File: src/rtl/noc_pkg.sv
// Shared router constants, flit classification and crossbar select encoding
// used by the switch allocator and its round-robin arbiters.
package noc_pkg;

  localparam int N_PORTS = 5;
  localparam int PORT_W  = 3;
  localparam int SEL_W   = 6;
  localparam logic [SEL_W-1:0] SEL_IDLE = 6'h3F;

  // Encoded as {head, tail} so a flit's type falls straight out of its flags.
  typedef enum logic [1:0] {
    FLIT_BODY   = 2'b00,
    FLIT_TAIL   = 2'b01,
    FLIT_HEAD   = 2'b10,
    FLIT_SINGLE = 2'b11
  } flit_e;

  typedef enum logic {
    ST_IDLE   = 1'b0,
    ST_LOCKED = 1'b1
  } alloc_state_e;

  function automatic flit_e flit_type(input logic head, input logic tail);
    return flit_e'({head, tail});
  endfunction

  function automatic logic is_last(input flit_e ft);
    return (ft == FLIT_TAIL) || (ft == FLIT_SINGLE);
  endfunction

  function automatic logic [SEL_W-1:0] sel_code(input logic [PORT_W-1:0] out_idx,
                                                input logic [PORT_W-1:0] in_idx);
    return SEL_W'(out_idx) * SEL_W'(N_PORTS) + SEL_W'(in_idx);
  endfunction

endpackage

File: src/rtl/rr_arbiter.sv
// Five-way round-robin arbiter: the search starts one past ptr and wraps,
// returning a one-hot grant and its index.
module rr_arbiter
  import noc_pkg::*;
(
  input  logic [N_PORTS-1:0] req,
  input  logic [PORT_W-1:0]  ptr,
  output logic [N_PORTS-1:0] gnt,
  output logic [PORT_W-1:0]  idx
);

  logic [PORT_W-1:0] cand;

  always_comb begin
    gnt  = '0;
    idx  = '0;
    cand = '0;
    for (int k = 1; k <= N_PORTS; k++) begin
      cand = PORT_W'((int'(ptr) + k) % N_PORTS);
      if ((gnt == '0) && req[cand]) begin
        gnt[cand] = 1'b1;
        idx       = cand;
      end
    end
  end

endmodule

File: src/rtl/switch_allocator.sv
// Per-output packet-locking allocator for the 5x5 crossbar with downstream credit gating.
// state     | meaning
// ST_IDLE   | output free; arbitrating among head flits addressed to it
// ST_LOCKED | output owned by owner_q until its tail flit transfers
module switch_allocator
  import noc_pkg::*;
#(
  parameter int BUF_DEPTH = 4,
  parameter int CRD_W     = 3
) (
  input  logic                      clk,
  input  logic                      rst_n,
  input  logic [N_PORTS-1:0]        in_valid,
  input  logic [N_PORTS-1:0]        in_head,
  input  logic [N_PORTS-1:0]        in_tail,
  input  logic [N_PORTS*PORT_W-1:0] in_dest,
  input  logic [N_PORTS-1:0]        credit_ret,
  output logic [N_PORTS-1:0]        in_ready,
  output logic [N_PORTS-1:0]        out_valid,
  output logic [N_PORTS*SEL_W-1:0]  xbar_sel,
  output logic [N_PORTS-1:0]        out_busy,
  output logic                      err_dest
);

  localparam logic [CRD_W-1:0] CRD_MAX = CRD_W'(BUF_DEPTH);

  alloc_state_e      state_q  [N_PORTS];
  alloc_state_e      state_d  [N_PORTS];
  logic [PORT_W-1:0] owner_q  [N_PORTS];
  logic [PORT_W-1:0] owner_d  [N_PORTS];
  logic [PORT_W-1:0] rr_ptr_q [N_PORTS];
  logic [PORT_W-1:0] rr_ptr_d [N_PORTS];
  logic [CRD_W-1:0]  credit_q [N_PORTS];
  logic [CRD_W-1:0]  credit_d [N_PORTS];
  logic              err_dest_q;
  logic              err_dest_d;

  logic [N_PORTS-1:0] owns;
  logic [N_PORTS-1:0] head_req;
  logic [N_PORTS-1:0] bad_dest;
  logic [N_PORTS-1:0] xfer;
  logic [N_PORTS-1:0] arb_req [N_PORTS];
  logic [N_PORTS-1:0] arb_gnt [N_PORTS];
  logic [PORT_W-1:0]  arb_idx [N_PORTS];

  // An input already holding an output is masked so it can never own two at once.
  always_comb begin
    owns     = '0;
    head_req = '0;
    bad_dest = '0;
    for (int o = 0; o < N_PORTS; o++) begin
      arb_req[o] = '0;
      if (state_q[o] == ST_LOCKED) owns[owner_q[o]] = 1'b1;
    end
    for (int i = 0; i < N_PORTS; i++) begin
      head_req[i] = in_valid[i] & in_head[i];
      bad_dest[i] = head_req[i] && (in_dest[i*PORT_W +: PORT_W] > PORT_W'(N_PORTS-1));
      for (int o = 0; o < N_PORTS; o++) begin
        arb_req[o][i] = head_req[i] & ~owns[i] & (in_dest[i*PORT_W +: PORT_W] == PORT_W'(o));
      end
    end
  end

  for (genvar o = 0; o < N_PORTS; o++) begin : g_arb
    rr_arbiter u_arb (
      .req (arb_req[o]),
      .ptr (rr_ptr_q[o]),
      .gnt (arb_gnt[o]),
      .idx (arb_idx[o])
    );
  end

  always_comb begin
    in_ready   = '0;
    out_valid  = '0;
    out_busy   = '0;
    xfer       = '0;
    xbar_sel   = {N_PORTS{SEL_IDLE}};
    err_dest_d = err_dest_q | (|bad_dest);
    for (int o = 0; o < N_PORTS; o++) begin
      state_d[o]  = state_q[o];
      owner_d[o]  = owner_q[o];
      rr_ptr_d[o] = rr_ptr_q[o];
      credit_d[o] = credit_q[o];
      if (state_q[o] == ST_LOCKED) begin
        out_busy[o]                   = 1'b1;
        xbar_sel[o*SEL_W +: SEL_W]    = sel_code(PORT_W'(o), owner_q[o]);
        xfer[o]                       = in_valid[owner_q[o]] && (credit_q[o] != '0);
        out_valid[o]                  = xfer[o];
        if (xfer[o]) begin
          in_ready[owner_q[o]] = 1'b1;
          if (is_last(flit_type(in_head[owner_q[o]], in_tail[owner_q[o]]))) begin
            state_d[o]  = ST_IDLE;
            rr_ptr_d[o] = owner_q[o];
          end
        end
      end else if (|arb_gnt[o]) begin
        state_d[o] = ST_LOCKED;
        owner_d[o] = arb_idx[o];
      end
      // A return at full depth is dropped; a return alongside a send cancels out.
      if (xfer[o] && !credit_ret[o]) begin
        credit_d[o] = credit_q[o] - 1'b1;
      end else if (!xfer[o] && credit_ret[o] && (credit_q[o] != CRD_MAX)) begin
        credit_d[o] = credit_q[o] + 1'b1;
      end
    end
  end

  always_ff @(posedge clk or negedge rst_n) begin
    if (!rst_n) begin
      for (int o = 0; o < N_PORTS; o++) begin
        state_q[o]  <= ST_IDLE;
        owner_q[o]  <= '0;
        rr_ptr_q[o] <= PORT_W'(N_PORTS-1);
        credit_q[o] <= CRD_MAX;
      end
      err_dest_q <= 1'b0;
    end else begin
      state_q    <= state_d;
      owner_q    <= owner_d;
      rr_ptr_q   <= rr_ptr_d;
      credit_q   <= credit_d;
      err_dest_q <= err_dest_d;
    end
  end

  assign err_dest = err_dest_q;

endmodule
File: config.mk
export PLATFORM = sky130hd
export DESIGN_NAME = switch_allocator
export DESIGN_NICKNAME = d
export VERILOG_FILES = /design/src/rtl/noc_pkg.sv /design/src/rtl/rr_arbiter.sv /design/src/rtl/switch_allocator.sv
export SDC_FILE = /design/constraint.sdc
export NUM_CORES = 1
export LEC_CHECK = 0
export CORE_ASPECT_RATIO = 1.5
export CORE_MARGIN = 4
export CORE_UTILIZATION = 35
export DETAILED_ROUTE_END_ITERATION = 10
export PLACE_DENSITY = 0.5
export SLEW_MARGIN = 20
export SYNTH_ARGS = -nofsm -noshare
export SYNTH_HDL_FRONTEND = slang
export SYNTH_SLANG_ARGS = --single-unit
export TNS_END_PERCENT = 1
File: constraint.sdc
create_clock -name clk -period 6.7 [get_ports clk]
set_input_delay 1.34 -clock clk [delete_from_list [all_inputs] [get_ports clk]]
set_output_delay 1.34 -clock clk [all_outputs]
set_load 0.05 [all_outputs]
==> results_dict.tcl, run 1 <==
set metrics [dict create \
    synthArstFlopShare_pct 100 \
    worstPathRequired_ns 5.36 \
    endpoint_kind "output port" \
    cts_tree "built" \
    hold_class "register to register" \
    multi_input_comb_area_um2 9750 \
    reg2reg_depth 18 \
    cts-htree-levels 2 \
    cp_max_fo 7 \
    r2r_start "rr_ptr_q[1]" \
    grt_max_degree 52 \
    vias 12100 \
    n_antenna_cell 0 \
    cts-hold-fix-buffers 0 \
    layout_commonest_cell "inv_1" \
    num_rows 82 \
    syn_to_final_growth_pct 11.1 \
    synth_cell_types 102 \
    clock_skew_ns 0.0128 \
    grt_overflow 0 \
    io_pins 83 \
    cts_root_buf "clkbuf_16" \
    yosysTopAreaCellShare_pct 13.6 \
    crit_chain "clkdlybuf4s50_1, mux2i_1, o21ai_0, o21ai_0, nor2_1, a221o_1, or3_1, clkdlybuf4s50_1" \
    fin_tns_setup_ns 0 \
    syn_inst 1593 \
    tightest_slew_ns 0.971 \
    grt_pass1_vias 11800 \
    synth-seq-cells 51 \
    clockBufferDepth 2 \
    crit_slowest_cell "clkdlybuf4s50_1" \
    drt-initial-drc-count 661 \
    path_buf_inv 2 \
    path_clk_slew_ns 0.07 \
    whs_path_depth 1 \
    setup_ws_ns 0.967 \
    clock.fmax_mhz 174 \
    drtPass1Iterations 5 \
    synth_warnings 0 \
    cp_top_family "buffers and inverters" \
    dp_worst_setup_slack_ns 1.02 \
    fillers 3508 \
    cp.arrival_ns 4.39 \
    synth_area_um2 11900 \
    synth_edf_count 0 \
    slew_viol_final 0 \
    grt_antenna_before_repair 3 \
    routed_wl_um 39200 \
    initial_core_util_pct 35.4 \
    core_area_um2 33400 \
    rrSetupSlack_ns 1.30 \
    critical_path_depth 8 \
    maxCapViolCount 0 \
    rr_endpoint "owner_q[0]" \
    grt_pass1_wl_um 62100 \
    syn_nets 1764 \
    final_cell_mix "131 x inv_1, 129 x ha_1, 123 x nand2_1" \
    drt-wirelength-per-cell_um 19.2 \
    viasPerCell 5.93 \
    status "complete, no violations" \
    synth_largest_area_cell "ha_1" \
    ctsResizeCount 0 \
    cts_num_sinks 51 \
    place.gp.congestion 0.907 \
    yosysSeqAreaShare_pct 10.9 \
    die-area_um2 36900 \
    die_h_um 233 \
    finalWorstPathRequiredPeriod_ns 5.73 \
    start_kind "input port" \
    nets 1793 \
    max_stage_delay_ns 0.72 \
    ys.flop_type "dfrtp_1" \
    remaining_drc_errors 0 \
    syn_area_per_cell_um2 7.44 \
    clock_latency_ns 0.31 \
    crit_type "input port to output port" \
    seqCellArea_um2 1290 \
    final_hold_viol_count 0 \
    slew_headroom_pct 34.9 \
    postCtsSetupBuffers 0 \
    placement.io_buffers 81 \
    setup.worst_path.start "in_valid[4]" \
    die_w_um 158 \
    grt_usage_pct 20.6 \
    timing.final.crit_share_pct 85.6 \
    grt_setup_unrepaired "false" \
    endpoint "in_ready[0]" \
    layout-drive-gt1-share_pct 6.72 \
    ant_nets 0 \
    cts-buffers-inserted 5 \
    synth.area.top_cells "ha_1 14%, dfrtp_1 8.7%, mux2i_1 5.4%, inv_1 4.1%, a21oi_1 4.1%" \
    dp_hpwl_um 31300 \
    finalSetupViolations 0 \
]
==> metrics by stage <==
stage	instance area, µm²	hold slack [ns]	util, %	instances
after floorplan	11900	0.438	-	1593
after global placement	13000	0.473	38.8	2035
after detailed placement	13000	0.467	38.8	2035
after CTS	13200	0.476	39.4	2043
after global routing	13200	0.509	39.4	2043
final	13200	0.473	39.4	2043
==> synthesized netlist by cell type (all sizes together) (7+ instances only) <==
cell	n
o211a	7
nor3	56
a21o	13
o22ai	20
dfrtp	41
or3	16
xnor2	54
ha	129
a21boi	8
xor2	8
nor2	94
o31a	8
nor2b	26
a211oi	22
nand2b	52
mux4	7
nor4bb	7
clkbuf	59
nand4	24
o21ai	86
mux2	27
dfstp	10
a2bb2oi	7
nor3b	20
a31oi	21
buf	16
mux2i	64
a21oi	98
a211o	8
nor4	14
and3	14
a32oi	13
o21a	19
or2	12
o31ai	17
o211ai	15
or4	10
nand2	123
nand3	46
nand3b	12
and2	22
o32a	8
inv	131
==> worst register-to-register path, cell delays in order (launching register included) <==
cell and delay (ns):
dfrtp_1 0.65, inv_1 0.19, ha_1 0.39, xnor2_1 0.43, inv_1 0.15, ha_1 0.22
or2_2 0.31, o21a_1 0.20, xnor2_1 0.22, ha_1 0.25, nor2b_1 0.19, o32ai_1 0.13
xnor2_1 0.52, mux4_2 0.33, nor2_1 0.05, nor4_1 0.40, nand2_1 0.21, o21ai_0 0.34
a32oi_1 0.11
==> flip-flops by register name (all words and copies together), names as in the netlist <==
name and count:
credit_q 15, err_dest 1, owner_q 15, rr_ptr_q 15, state_q 5
==> area by class of cell <==
class / count / share of cell area, %
clock buffer: 6 / 1.06
clock inverter: 2 / 0.266
inverter: 133 / 3.79
multi-input combinational: 1334 / 74.1
sequential: 51 / 9.79
tap: 420 / 3.99
timing repair buffer: 97 / 7.03
==> how the worst min path moves through the flow <==
stage | start | endpoint | slack [ns]
3_5_place_dp | credit_q[12] | credit_q[12] | 0.47
6_report | credit_q[12] | credit_q[12] | 0.47
3_3_place_gp | credit_q[12] | credit_q[12] | 0.47
5_1_grt | credit_q[12] | credit_q[12] | 0.51
2_1_floorplan | credit_q[12] | credit_q[12] | 0.44
4_1_cts | credit_q[12] | credit_q[12] | 0.48
==> layer usage <==
metal	GRT usage, %	part of all wire [%]	up-vias
met5	0	0.10	-
met4	8.40	4.2	6
met3	1.52	3.2	97
met1	24.2	41	5799
met2	38.0	52	276
li1	-	-	5940
==> cells by family (layout without fill, tap and decap cells) <==
group | count (synthesis) | in the layout | share of synthesized area (%)
compound gates | 452 | 452 | 26.6
xor+xnor | 62 | 62 | 4.77
fa+ha+maj | 136 | 136 | 14.6
buf+inv | 208 | 238 | 6.85
flops | 51 | 51 | 10.9
mux | 98 | 98 | 9.30
other cells | 1 | 1 | 0.0316
simple gates | 585 | 585 | 26.9
Power of run 1 is left out: the tool's default activity adds up to more than one toggle a clock period on the data nets, which glitch-free logic cannot reach.
==> inputs of run 2 (changes only) <==
--- a/config.mk
+++ b/config.mk
@@ -8,6 +8,7 @@
 export CORE_ASPECT_RATIO = 1.5
 export CORE_MARGIN = 4
 export CORE_UTILIZATION = 35
+export CTS_CLUSTER_SIZE = 40
 export DETAILED_ROUTE_END_ITERATION = 10
 export PLACE_DENSITY = 0.5
 export SLEW_MARGIN = 20
==> results of run 2 <==
No change in the layout: final DEF, timing and power equal those of run 1.
Power of run 2 is left out for the same reason.
